--- config.mk ---
export PLATFORM = sky130hd
export DESIGN_NAME = fetch
export DESIGN_NICKNAME = d
export VERILOG_FILES = /design/src/rtl/fetch.sv
export SDC_FILE = /design/constraint.sdc
export NUM_CORES = 1
export LEC_CHECK = 0
export CORE_ASPECT_RATIO = 0.6
export CORE_UTILIZATION = 48
export DETAILED_ROUTE_END_ITERATION = 12
export GPL_TIMING_DRIVEN = 0
export PLACE_DENSITY = 0.82
export SETUP_SLACK_MARGIN = 0.15
export SYNTH_ARGS = -nofsm -noshare
export SYNTH_HDL_FRONTEND = slang
export SYNTH_SLANG_ARGS = --single-unit
--- constraint.sdc ---
create_clock -name clk -period 6.3 [get_ports clk]
set_clock_uncertainty 0.1 [all_clocks]
set_input_delay 0.63 -clock clk [delete_from_list [all_inputs] [get_ports clk]]
set_output_delay 0.63 -clock clk [all_outputs]
set_load 0.005 [all_outputs]
--- src/rtl/fetch.sv ---
// Instruction fetch stage: drives the instruction bus, follows branch and trap
// redirects, and holds the fetch->decode pipeline register.
module fetch #(
  parameter logic [31:0] RESET_VECTOR = 32'h00000000
) (
  input  logic        clk,
  input  logic        reset,
  input  logic        stall,
  input  logic        invalidate,
  input  logic        branch_taken,
  input  logic [31:0] branch_address,
  input  logic        trap_redirect,
  input  logic [31:0] trap_address,
  output logic        fetch_request,
  output logic [31:0] fetch_address,
  input  logic [31:0] fetch_data,
  input  logic        fetch_ready,
  output logic        valid_decode,
  output logic [31:0] instruction_decode,
  output logic [31:0] pc_decode,
  output logic [31:0] next_pc_decode
);

  localparam logic [31:0] NOP        = 32'h00000013;
  localparam logic [31:0] ALIGN_MASK = 32'hFFFFFFFC;

  typedef enum logic [1:0] {
    IDLE,
    FETCH,
    DISCARD
  } state_t;

  state_t      state_reg;
  logic [31:0] pc_reg;
  logic [31:0] saved_target_reg;

  logic        redirect;
  logic [31:0] target_raw;
  logic [31:0] target;
  logic        accept;
  logic [31:0] pc_plus4;

  // Redirect selection: a trap (or mret) outranks a branch arriving in the same cycle.
  assign redirect   = trap_redirect | branch_taken;
  assign target_raw = trap_redirect ? trap_address : branch_address;
  assign target     = target_raw & ALIGN_MASK;
  assign pc_plus4   = pc_reg + 32'd4;

  // In DISCARD the request stays up so the outstanding bus transaction can complete
  // and be thrown away; in FETCH a stall suppresses new requests.
  assign fetch_request = ((state_reg == FETCH) && !stall) || (state_reg == DISCARD);
  // pc_reg is kept word aligned at every update point.
  assign fetch_address = pc_reg;

  assign accept = (state_reg == FETCH) && fetch_request && fetch_ready &&
                  !redirect && !stall && !invalidate;

  // Fetch sequencing: state, program counter and the pending redirect target.
  always_ff @(posedge clk or posedge reset) begin
    if (reset) begin
      state_reg        <= IDLE;
      pc_reg           <= RESET_VECTOR & ALIGN_MASK;
      saved_target_reg <= 32'h00000000;
    end else begin
      case (state_reg)
        IDLE: begin
          state_reg <= FETCH;
        end
        FETCH: begin
          if (redirect) begin
            if (fetch_request && !fetch_ready) begin
              // A transaction is in flight at the old pc; let it finish before moving.
              saved_target_reg <= target;
              state_reg        <= DISCARD;
            end else begin
              pc_reg <= target;
            end
          end else if (accept) begin
            pc_reg <= pc_plus4;
          end
        end
        DISCARD: begin
          if (redirect) begin
            saved_target_reg <= target;
          end
          if (fetch_ready) begin
            // The newest redirect wins even if it lands in the completing cycle.
            pc_reg    <= redirect ? target : saved_target_reg;
            state_reg <= FETCH;
          end
        end
        default: begin
          state_reg <= IDLE;
        end
      endcase
    end
  end

  // Fetch->decode register: load on accept, otherwise bubble unless stalled.
  always_ff @(posedge clk or posedge reset) begin
    if (reset) begin
      valid_decode       <= 1'b0;
      instruction_decode <= NOP;
      pc_decode          <= 32'h00000000;
      next_pc_decode     <= 32'h00000000;
    end else if (accept) begin
      valid_decode       <= 1'b1;
      instruction_decode <= fetch_data;
      pc_decode          <= pc_reg;
      next_pc_decode     <= pc_plus4;
    end else if (redirect || invalidate || !stall) begin
      valid_decode       <= 1'b0;
      instruction_decode <= NOP;
    end
  end

endmodule

==> impl_metrics.yaml <==
synth:
  synth_area_per_cell_sq_um: 9.39
  synth_fa_ha_area_share_pct: 0.786
  async_flop_share_pct: 100
  yosysWarnings: 0
  synthDistinctLibCells: 64
  yosys.area.top_type: "dfrtp_1"
  synth.top_cell.area_share_pct: 49.7
  ys_seq_area_share_pct: 50.7
  synth-simple-area-share_pct: 17.8
  synth_top_family_by_area: "compound AO/OA/AOI/OAI gates"
  synthMuxAreaShare_pct: 3.48
  synth_edf_count: 0
  synth_compound_area_share_pct: 19.6
  synthesis.nets: 955
  syn_inst: 847
  synth_area_leaders: "dfrtp_1, nand2_1, o21ai_0"
  synth-xor-area-share_pct: 3.08
  synth_seq_cells: 161
  netlist_area_sq_um: 7960
  synth_ff_type: "dfrtp_1"
global_routing:
  grt_pass1_vias: 7298
  overflow: 0
  grt_antenna_before_repair: 0
  grt_max_degree: 90
  grt.total_usage_pct: 32.9
  grt_pass1_wl_microns: 42200
power_and_ir_drop:
  ir_drop_mv: 0.266
  power.density_nw_per_um2: 435
  leakagePower_nw: 4.80
die:
  coreArea_sq_um: 16200
  dieArea_sq_um: 17100
  dieHeight_microns: 102
  initial_utilization_pct: 49.1
  num_rows: 36
  fp.dieW_microns: 168
  ios: 233
run:
  cap_violations: 0
timing:
  drv_slew: 0
  finalWorstSetupSlack_ns: 3.26
  hold_viol: 0
  setup_viol: 0
  fmax_mhz: 328
  rsz0062_at_grt: "no"
  min_period_ns: 3.04
  setup_tns_ns: 0
  timing.hold.ws_ns: 0.377
  worst_slew_pin_slew_ns: 0.766
  period_share_pct: 48.3
  slew_headroom_pct: 48.6
final_layout:
  stdcell_count: 1316
  syn2layout_area_growth_pct: 39.9
  fill_cells: 1233
  n_antenna_cell: 0
  post-route-cell-area_sq_um: 11100
  drive_gt1_share_pct: 6.87
  final_nets: 1203
critical_path:
  cp-startpoint: "branch_taken"
  critical_path.max_fanout: 10
  crit_type: "primary input to register"
  crit_path_start_kind: "primary input"
  worstPathRequired_ns: 6.47
  cp.arrival_ns: 3.22
  critPathCaptureType: "register"
  r2r-start: "state_reg[0]"
route:
  drc: 0
  wirelength_microns: 27700
  wire_per_inst_microns: 21.1
  viasPerCell: 6.01
  drt_iter0_markers: 1170
  first_pass_iters: 5
  ant_nets: 0
  vias: 7914
cts:
  cts_buffers: 17
  cts.clk_slew.worst_paths_ns: 0.07
  cts_tree: "done"
  cts_resized: 0
  cts_setup_buffers: 0
  cts_max_path_buffers: 2
  clock_latency_ns: 0.43
  cts.sinks: 161
  cts-hold-fix-buffers: 0
  cts_root_buf: "clkbuf_16"
  ctsHtreeMaxLevel: 4
hold_path:
  hold_path.startpoint: "pc_decode[15]"
  hold_path_class: "register to register"
placement:
  place.gp.congestion: 0.953
  hpwl_microns: 20700
  io_buffers: 228
  dp_cells: 1285
  placed_area_sq_um: 10500
  dp_slack_ns: 2.92
outcome:
  status: "complete, no violations"
per-layer routing:
| layer | track usage, % | wire length [microns] | vias up |
|---|---|---|---|
| li1 | - | - | 3488 |
| met1 | 47.8 | 12000 | 3822 |
| met2 | 46.1 | 11600 | 554 |
| met3 | 11.6 | 3710 | 50 |
| met4 | 9.02 | 460 | 0 |
| met5 | 0 | 0 | - |
critical path, cell delays in order:
cell,delay [ns]
clkdlybuf4s50_1,0.59
clkbuf_1,0.32
nor3_2,0.68
o211ai_1,0.46
o311ai_0,0.53
metrics by stage:
step | power (mW) | util [%]
floorplan | 2.64 | -
global placement | 3.64 | 64.7
detailed placement | 3.72 | 65.0
CTS | 4.79 | 68.6
global route | 5.08 | 68.6
finish | 4.84 | 68.6
report_power, final:
group / leakage, nW / total, mW / switching (mW) / internal [mW]
combinational: 2.45 / 2.01 / 1.05 / 0.963
clock: 0.290 / 1.06 / 0.467 / 0.597
sequential: 2.06 / 1.76 / 0.350 / 1.41
Yosys cell counts (3+ instances only):
library cell,n
nand2_1,143
o22a_1,3
o21ai_0,75
nor3_1,3
or3_1,5
nand4_2,3
a22oi_1,16
and3_1,6
a31oi_1,16
buf_2,15
ha_1,5
nand2b_1,16
a22o_1,31
a211oi_1,4
dfstp_2,3
or2_2,3
mux2i_1,22
clkbuf_1,41
dfrtp_1,158
o211ai_1,3
a221oi_1,10
o2bb2ai_1,5
mux2_2,5
inv_1,20
nand4_1,9
buf_4,4
xor2_1,9
nor2b_1,5
nand3b_1,3
buf_1,5
nand3_1,16
o22ai_1,6
a21oi_1,50
xnor2_1,19
nor2_1,64
nor4_1,5
a21o_1,3
path summary, 6_finish.rpt:
check                      cells after the start  slack [ns]                     to
min in group asynchronous                      2        0.55  instruction_decode[2]
max reg2reg                                   10        3.44      fetch_address[18]
min reg2reg                                    2        0.38          pc_decode[15]
max in group asynchronous                      3        4.71  instruction_decode[4]
max                                            5        3.26      fetch_address[26]
min                                            2        0.38          pc_decode[15]
area by class of cell:
class                           count  area, sq um  area share (%)
Tap cell                          209          262            2.35
Multi-Input combinational cell    600         3560            32.0
Timing Repair Buffer              229         2310            20.8
Buffer                             66          283            2.54
Inverter                           20         82.6           0.742
Sequential cell                   161         4030            36.2
Clock inverter                     14          169            1.52
Clock buffer                       17          425            3.82
cells by family after synthesis:
kind of cell | after synthesis
adders and majority gates | 5
DFF | 161
buffers and inverters | 86
muxes | 27
AOI/OAI and AO/OA | 242
and+or+nand+nor | 298
xor gates and xnor gates | 28
cells in the final DEF, fill, tap and decap left out, types with 15 or more instances in the layout:
| master | n |
|---|---|
| a21oi_1 | 50 |
| a22o_1 | 31 |
| a22oi_1 | 16 |
| a31oi_1 | 16 |
| buf_2 | 15 |
| clkbuf_1 | 41 |
| clkbuf_16 | 17 |
| clkdlybuf4s50_1 | 228 |
| dfrtp_1 | 158 |
| inv_1 | 19 |
| mux2i_1 | 22 |
| nand2_1 | 143 |
| nand2b_1 | 16 |
| nand3_1 | 16 |
| nor2_1 | 64 |
| o21ai_0 | 75 |
| xnor2_1 | 19 |
(Power assumes the default switching activity.)
